==> src/rtl/spi_pkg.sv <==
// rtl/spi_pkg.sv - shared SPI types and constants
package spi_pkg;

  localparam int SPI_BYTE_W = 8;

  // Mode 0 is shared with the slave bridge on the other end of the link.
  localparam bit SPI_CPOL = 1'b0;
  localparam bit SPI_CPHA = 1'b0;

  typedef enum logic [2:0] {
    IDLE,
    SETUP,
    XFER,
    NEXT,
    HOLD
  } spi_mst_state_t;

endpackage

==> src/rtl/spi_sclk_div.sv <==
// rtl/spi_sclk_div.sv - sclk half-period divider with rise/fall strobes
module spi_sclk_div
  import spi_pkg::*;
#(
  parameter int CLK_DIV = 4
) (
  input  logic clk,
  input  logic rst,
  input  logic clr,
  input  logic en,
  output logic tick_rise,
  output logic tick_fall,
  output logic sclk
);

  localparam int CNT_W = (CLK_DIV > 1) ? $clog2(CLK_DIV) : 1;
  localparam logic [CNT_W-1:0] CNT_LAST = CNT_W'(CLK_DIV - 1);

  logic [CNT_W-1:0] cnt_q, cnt_d;
  logic             sclk_q, sclk_d;
  logic             term;

  // Strobes are asserted in the cycle whose closing edge toggles sclk.
  always_comb begin
    term      = en && (cnt_q == CNT_LAST);
    tick_rise = term && !sclk_q;
    tick_fall = term && sclk_q;
    cnt_d     = cnt_q;
    sclk_d    = sclk_q;
    if (clr) begin
      cnt_d  = '0;
      sclk_d = SPI_CPOL;
    end else if (en) begin
      if (term) begin
        cnt_d  = '0;
        sclk_d = ~sclk_q;
      end else begin
        cnt_d = cnt_q + 1'b1;
      end
    end
  end

  always_ff @(posedge clk) begin
    if (rst) begin
      cnt_q  <= '0;
      sclk_q <= SPI_CPOL;
    end else begin
      cnt_q  <= cnt_d;
      sclk_q <= sclk_d;
    end
  end

  assign sclk = sclk_q;

endmodule

==> src/rtl/spi_master_ctrl.sv <==
// rtl/spi_master_ctrl.sv - mode 0 SPI master with byte-stream front end
module spi_master_ctrl
  import spi_pkg::*;
#(
  parameter int CLK_DIV  = 4,
  parameter int CS_SETUP = 2,
  parameter int CS_HOLD  = 2
) (
  input  logic                  clk,
  input  logic                  rst,
  input  logic                  tx_valid,
  input  logic [SPI_BYTE_W-1:0] tx_data,
  input  logic                  tx_last,
  output logic                  tx_ready,
  output logic                  rx_valid,
  output logic [SPI_BYTE_W-1:0] rx_data,
  output logic                  busy,
  output logic                  sclk,
  output logic                  cs_n,
  output logic                  mosi,
  input  logic                  miso
);

  localparam int CS_MAX = (CS_SETUP > CS_HOLD) ? CS_SETUP : CS_HOLD;
  localparam int CS_W   = (CS_MAX > 1) ? $clog2(CS_MAX) : 1;
  localparam logic [CS_W-1:0] SETUP_LAST = CS_W'(CS_SETUP - 1);
  localparam logic [CS_W-1:0] HOLD_LAST  = CS_W'(CS_HOLD - 1);
  localparam bit SAMPLE_ON_RISE = (SPI_CPOL == SPI_CPHA);

  spi_mst_state_t state_q, state_d;

  logic [SPI_BYTE_W-1:0] shift_tx_q, shift_tx_d;
  logic [SPI_BYTE_W-1:0] shift_rx_q, shift_rx_d;
  logic [SPI_BYTE_W-1:0] rx_data_q, rx_data_d;
  logic [2:0]            bit_cnt_q, bit_cnt_d;
  logic [CS_W-1:0]       cs_cnt_q, cs_cnt_d;
  logic                  last_q, last_d;
  logic                  rx_valid_q, rx_valid_d;
  logic                  tx_ready_q, tx_ready_d;
  logic                  busy_q, busy_d;
  logic                  cs_n_q, cs_n_d;
  logic                  mosi_q, mosi_d;

  logic div_en, div_clr, tick_rise, tick_fall;
  logic sample_tick, shift_tick, accept, byte_end;

  assign div_en      = (state_q == XFER);
  assign div_clr     = !div_en;
  assign sample_tick = SAMPLE_ON_RISE ? tick_rise : tick_fall;
  assign shift_tick  = SAMPLE_ON_RISE ? tick_fall : tick_rise;
  assign accept      = tx_valid && tx_ready_q;
  assign byte_end    = div_en && shift_tick && (bit_cnt_q == 3'd7);

  spi_sclk_div #(
    .CLK_DIV(CLK_DIV)
  ) u_sclk_div (
    .clk      (clk),
    .rst      (rst),
    .clr      (div_clr),
    .en       (div_en),
    .tick_rise(tick_rise),
    .tick_fall(tick_fall),
    .sclk     (sclk)
  );

  always_ff @(posedge clk) begin
    if (rst) begin
      state_q <= IDLE;
    end else begin
      state_q <= state_d;
    end
  end

  always_comb begin
    state_d = state_q;
    case (state_q)
      IDLE:    if (accept) state_d = SETUP;
      SETUP:   if (cs_cnt_q == SETUP_LAST) state_d = XFER;
      XFER:    if (byte_end) state_d = last_q ? HOLD : NEXT;
      NEXT:    if (accept) state_d = XFER;
      HOLD:    if (cs_cnt_q == HOLD_LAST) state_d = IDLE;
      default: state_d = IDLE;
    endcase
  end

  // Handshake flags track the state being entered so they line up with state_q.
  always_comb begin
    shift_tx_d = shift_tx_q;
    shift_rx_d = shift_rx_q;
    rx_data_d  = rx_data_q;
    bit_cnt_d  = bit_cnt_q;
    last_d     = last_q;
    rx_valid_d = 1'b0;
    cs_n_d     = cs_n_q;
    mosi_d     = mosi_q;
    tx_ready_d = (state_d == IDLE) || (state_d == NEXT);
    busy_d     = (state_d != IDLE);
    cs_cnt_d   = ((state_q == SETUP || state_q == HOLD) && state_d == state_q)
                 ? cs_cnt_q + 1'b1 : '0;
    case (state_q)
      IDLE, NEXT: begin
        if (accept) begin
          shift_tx_d = tx_data;
          last_d     = tx_last;
          mosi_d     = tx_data[SPI_BYTE_W-1];
          cs_n_d     = 1'b0;
          bit_cnt_d  = 3'd0;
        end
      end
      XFER: begin
        if (sample_tick) begin
          shift_rx_d = {shift_rx_q[SPI_BYTE_W-2:0], miso};
        end
        if (shift_tick) begin
          bit_cnt_d = bit_cnt_q + 3'd1;
          if (bit_cnt_q != 3'd7) begin
            shift_tx_d = {shift_tx_q[SPI_BYTE_W-2:0], 1'b0};
            mosi_d     = shift_tx_q[SPI_BYTE_W-2];
          end else begin
            rx_valid_d = 1'b1;
            rx_data_d  = shift_rx_q;
          end
        end
      end
      HOLD: begin
        if (state_d == IDLE) begin
          cs_n_d = 1'b1;
          mosi_d = 1'b0;
        end
      end
      default: ;
    endcase
  end

  always_ff @(posedge clk) begin
    if (rst) begin
      shift_tx_q <= '0;
      shift_rx_q <= '0;
      rx_data_q  <= '0;
      bit_cnt_q  <= '0;
      cs_cnt_q   <= '0;
      last_q     <= 1'b0;
      rx_valid_q <= 1'b0;
      tx_ready_q <= 1'b0;
      busy_q     <= 1'b0;
      cs_n_q     <= 1'b1;
      mosi_q     <= 1'b0;
    end else begin
      shift_tx_q <= shift_tx_d;
      shift_rx_q <= shift_rx_d;
      rx_data_q  <= rx_data_d;
      bit_cnt_q  <= bit_cnt_d;
      cs_cnt_q   <= cs_cnt_d;
      last_q     <= last_d;
      rx_valid_q <= rx_valid_d;
      tx_ready_q <= tx_ready_d;
      busy_q     <= busy_d;
      cs_n_q     <= cs_n_d;
      mosi_q     <= mosi_d;
    end
  end

  assign tx_ready = tx_ready_q;
  assign rx_valid = rx_valid_q;
  assign rx_data  = rx_data_q;
  assign busy     = busy_q;
  assign cs_n     = cs_n_q;
  assign mosi     = mosi_q;

endmodule

==> config.mk <==
export PLATFORM = sky130hd
export DESIGN_NAME = spi_master_ctrl
export DESIGN_NICKNAME = d
export VERILOG_FILES = /design/src/rtl/spi_pkg.sv /design/src/rtl/spi_sclk_div.sv /design/src/rtl/spi_master_ctrl.sv
export SDC_FILE = /design/constraint.sdc
export NUM_CORES = 1
export LEC_CHECK = 0
export ABC_AREA = 0
export CORE_MARGIN = 2
export CORE_UTILIZATION = 49
export CTS_BUF_LIST = sky130_fd_sc_hd__clkbuf_2 sky130_fd_sc_hd__clkbuf_4 sky130_fd_sc_hd__clkbuf_8
export CTS_CLUSTER_DIAMETER = 80
export DETAILED_ROUTE_END_ITERATION = 6
export HOLD_SLACK_MARGIN = 0.02
export PLACE_DENSITY = 0.79
export SLEW_MARGIN = 20
export SYNTH_ARGS = -nofsm -noshare
export SYNTH_HDL_FRONTEND = slang
export SYNTH_SLANG_ARGS = --single-unit
==> constraint.sdc <==
create_clock -name clk -period 1.7 [get_ports clk]
set_input_delay 0.34 -clock clk [delete_from_list [all_inputs] [get_ports clk]]
set_output_delay 0.34 -clock clk [all_outputs]
set_load 0.01 [all_outputs]
# Yosys cells after proc, flatten, opt, wreduce, memory -nomap -nowiden
# Cells that the tools add are included.
# W data, S select, Z words.
word_totals:
  ff_bits: 39
  out_inout_bits: 14
op_classes:
  addsub: 3
  n_eq_ne: 13
  mux: 23
  n_bitwise: 5
  reduce_logical: 28
ops:
  columns: ["cell", "n"]
  rows:
  - ["$mux W3", 8]
  - ["$mux W7", 3]
  - ["$pmux W3 S5", 1]
  - ["$pmux W7 S2", 1]
  - ["$eq A3 B2 Y1 const B", 3]
  - ["$reduce_and A3 Y1", 3]
  - ["$logic_and A1 B1 Y1", 7]
  - ["$mux W1", 7]
  - ["$eq A3 B3 Y1 const B", 2]
  - ["$logic_not A3 Y1", 2]
  - ["$pmux W3 S2", 1]
  - ["$reduce_bool A3 Y1", 2]
  - ["$reduce_or A2 Y1", 3]
  - ["$reduce_or A3 Y1", 2]
  - ["$not A1 Y1", 5]
  - ["$reduce_and A5 Y1", 1]
  - ["$ne A2 B1 Y1 const B", 2]
  - ["$ne A2 B2 Y1 const B", 2]
  - ["$reduce_and A2 Y1", 2]
  - ["$reduce_and A4 Y1", 1]
  - ["$reduce_bool A2 Y1", 2]
  - ["$add A3 B1 Y3 const B", 1]
  - ["$eq A3 B1 Y1 const B", 1]
  - ["$eq A3 B3 Y1", 1]
  - ["other kinds (8)", 9]

# Depth between registers and ports, before layout
depth:
  depth_word: 11
  depth_mapped: 7
  mapped_depth_nobuf: 6

# Cells and area by module
# Synthesis repeated with hierarchy kept, for this count alone.
hier_totals:
  hier_cells: 197
  hier_area_um2: 1737.9
by_module_without_submodules:
  columns: ["mod", "instances", "cells_each", "area_per_inst_um2"]
  rows:
  - ["spi_master_ctrl", 1, 182, 1589.0]
  - ["spi_sclk_div", 1, 15, 148.9]

# Worst setup path before layout
# OpenSTA, ideal clock, no wires.
synth_path:
  kind: "reg-to-reg"
  from: "register u_sclk_div.cnt_q[0]"
  to: "register tx_ready_q, in the netlist tx_ready"
  t_arrival_ns: 1.609
  required_ns: 1.577
  slack_ns: -0.033
  stages_incl_launch_ff: 7
  path_buffers: 1
  synth_period_minus_slack_ns: 1.733
  cell_sequence: "dfxtp_1 -> ha_1 -> clkbuf_1 -> nand3_1 -> or3_1 -> o31a_1 -> mux2_1"
synth_via:
  elab_chain_len: 9
synth_lines:
  columns: ["item", "line", "source"]
  rows:
  - ["start, declared", "spi_sclk_div.sv:19", "logic [CNT_W-1:0] cnt_q, cnt_d;"]
  - ["start signal, assigned", "spi_sclk_div.sv:48", "cnt_q <= cnt_d;"]
  - ["$eq A2 B2 Y1 *", "spi_sclk_div.sv:25", "term = en && (cnt_q == CNT_LAST);"]
  - ["$logic_and A1 B1 Y1 *", "spi_sclk_div.sv:25", null]
  - ["$logic_and A1 B1 Y1 *", "spi_sclk_div.sv:27", "tick_fall = term && sclk_q;"]
  - ["$logic_and A1 B1 Y1 * (2 in series)", "spi_master_ctrl.sv:52", "assign byte_end = div_en && shift_tick && (bit_cnt_q == 3'd7);"]
  - ["$mux W3 *", "spi_master_ctrl.sv:79", "XFER: if (byte_end) state_d = last_q ? HOLD : NEXT;"]
  - ["$pmux W3 S5 *", "spi_master_ctrl.sv:76", "case (state_q)"]
  - ["$eq A3 B2 Y1 or $logic_not A3 Y1 (tied branches)", "spi_master_ctrl.sv:96", "tx_ready_d = (state_d == IDLE) || (state_d == NEXT);"]
  - ["$logic_or A1 B1 Y1 *", "spi_master_ctrl.sv:96", null]
  - ["end signal, assigned", "spi_master_ctrl.sv:156", "tx_ready_q <= tx_ready_d;"]
  - ["end, declared", "spi_master_ctrl.sv:39", "logic tx_ready_q, tx_ready_d;"]
# Every way passes the cells marked *; elsewhere a longest branch is shown, timed or not.
# A chain may end at the register's enable or synchronous reset.

# Final worst setup path
# Ends and elaborated chain as after synthesis.

==> impl_metrics.toml <==
[clocking]
hold_buffers = 0
cts_tree = "built"
path_clk_slew_ps = 110
cts_htree_levels = 2
root_buffer = "clkbuf_4"
cts_buffer_depth = 2
clk_latency_ps = 350
cts_sinks = 39
cts_buffers = 5

[placed_design]
io_buffer_count = 26
dp_hpwl_microns = 2750
place_area_sq_um = 2100
gp_congestion = 0.810

[timing]
slew_violations = 0
finalHoldViolCount = 0
setup_viol = 0
clock_skew_ps = 7.76
fin_crit_sh = 0.974
max_freq_mhz = 604
layout_min_cycle_time_ps = 1660
timing.hold.ws_ps = 450
relSlewSlack = 0.732
tightest_slew_ps = 397

[power]
power.density_nw_per_um2 = 845
ir_worst_vdd_v = 0.000653
p_leak_uw = 0.000937
finalPower_uw = 1950

[grt]
grt_overflow = 0
grt_pass1_vias = 1444
grt_pass1_wl_microns = 6600
track_usage = 0.214
grt_max_degree = 26
antenna_found_initial = 0

[synth]
synth_area_leaders = "dfxtp_1, mux2i_1, a21oi_1, nor2_1, a311oi_1"
synth_top_area_cell = "dfxtp_1"
yosysWarningCount = 0
synth_edf_count = 0
ys_seq_area_frac = 0.465
synth_top_area_frac = 0.465
syn_area_sq_um = 1680
ys.flop_type = "dfxtp_1"
ys_seq_elements = 39
synth_nets = 189
synth-async-reset-ratio = 0
syn_area_per_cell_sq_um = 9.70
netlist_instances = 173
synth_cell_types = 38

[die]
io_pins = 27
initial_core_util = 0.507
die_h_microns = 62.5
core_area_sq_um = 3310
dieWidth_microns = 62.5
placementRows = 21
dieArea_sq_um = 3910

[routing]
viasPerCell = 5.57
firstDrtPassIters = 4
vias = 1459
wire_per_inst_microns = 15.2
drt_iter0_drc = 128
wl_microns = 3980
drc = 0
ant_nets = 0

[setup_path]
path_class = "register to register"
r2r_slack_ps = 40
setup.worst_path.end_class = "register"
worst_ep_arrival_time_ps = 1900
path_max_fanout = 7
crit_required_ps = 1940
start_kind = "register"

[final_layout]
final_common_cell = "dfxtp_1"
antennaDiodeCount = 0
mostFrequentLayoutCells = "dfxtp_1, clkdlybuf4s50_1, mux2i_1"
drive_above_1_share = 0.222
final_cell_area_sq_um = 2310
syn2layout_area_growth_pct = 37.8
fin_nets = 231

[run_status]
status = "finished, final reports clean"

[worst_hold_path]
min_path_type = "register to register"

[job]
cap_violations = 0
[kinds of logic after synthesis]
| family | after synthesis | share of synthesized area |
|---|---|---|
| xor+xnor | 3 | 0.0157 |
| buf+inv | 14 | 0.0395 |
| compound gates | 38 | 0.144 |
| simple gates | 52 | 0.169 |
| flops | 39 | 0.465 |
| fa+ha+maj | 3 | 0.0224 |
| mux | 24 | 0.144 |
[cell type report]
| type | count | area, sq um |
|---|---|---|
| multi-input combinational | 120 | 913 |
| tap | 46 | 57.6 |
| sequential | 39 | 783 |
| clock buffer | 6 | 45.0 |
| timing repair buffer | 48 | 449 |
| inverter | 1 | 3.75 |
| fill | 260 | 998 |
| clock inverter | 2 | 60.1 |
[sequential cells by signal, summed over array words and instances (netlist names)]
register          count
rx_data               8
shift_rx_q            8
shift_tx_q            7
bit_cnt_q             3
state_q               3
u_sclk_div.cnt_q      2
busy                  1
cs_cnt_q              1
cs_n                  1
last_q                1
mosi                  1
rx_valid              1
tx_ready              1
u_sclk_div.sclk       1
[routing by layer]
layer / routed length [microns] / vias up / global-route usage
li1: - / 709 / -
met1: 1710 / 704 / 0.257
met2: 2020 / 37 / 0.364
met3: 151 / 9 / 0.0577
met4: 102 / 0 / 0.0806
met5: 0 / - / 0
[Yosys cell counts (2+ instances only)]
| library cell | number |
|---|---|
| nand2b_1 | 2 |
| nand2_1 | 5 |
| a21oi_1 | 19 |
| buf_2 | 5 |
| xnor2_1 | 2 |
| o21ai_0 | 5 |
| nand3b_1 | 2 |
| nor4bb_1 | 2 |
| a311oi_1 | 7 |
| nor3_1 | 3 |
| nor2b_1 | 3 |
| nand3_1 | 2 |
| nand4_1 | 2 |
| ha_1 | 3 |
| clkbuf_1 | 7 |
| nor4_1 | 3 |
| nor2_1 | 19 |
| mux2i_1 | 23 |
| dfxtp_1 | 39 |
| or3_1 | 2 |
[metrics by stage]
stage                      util  setup TNS [ps]  instances  setup WS (ps)
final                     0.698               0        262           44.5
after global routing      0.698           -26.1        262          -18.1
after CTS                 0.670               0        261           2.57
after detailed placement  0.635           -1990        251           -260
after global placement    0.635           -1430        251           -154
after floorplan               -           -1.18        173          -1.18
[what timing repair did]
item,in CTS,in global routing
pin swaps,1,3
endpoints found under the setup margin,4,14
gates cloned,0,1
buffers inserted,2,0
gates resized for setup,3,19
[where the power goes]
part	total (uW)	internal, uW	switching, uW
Clock	773	475	298
Combinational	220	120	99.8
Sequential	962	944	17.2
Total	1950	1540	415
[critical path: stages (launching register included)]
cell and delay, ps:
dfxtp_1 360, ha_1 190, buf_4 160, nand2_1 110
nor3_1 320, nor4_1 120, mux2_4 280
[worst paths after layout]
check	start	endpoint	depth (start not counted)
hold reg to reg	u_sclk_div.cnt_q[0]	u_sclk_div.cnt_q[0]	1
setup / recovery	u_sclk_div.cnt_q[0]	tx_ready	6
setup reg to reg	u_sclk_div.cnt_q[0]	tx_ready	6
hold / removal	u_sclk_div.cnt_q[0]	u_sclk_div.cnt_q[0]	1
(Power assumes the default switching activity.)
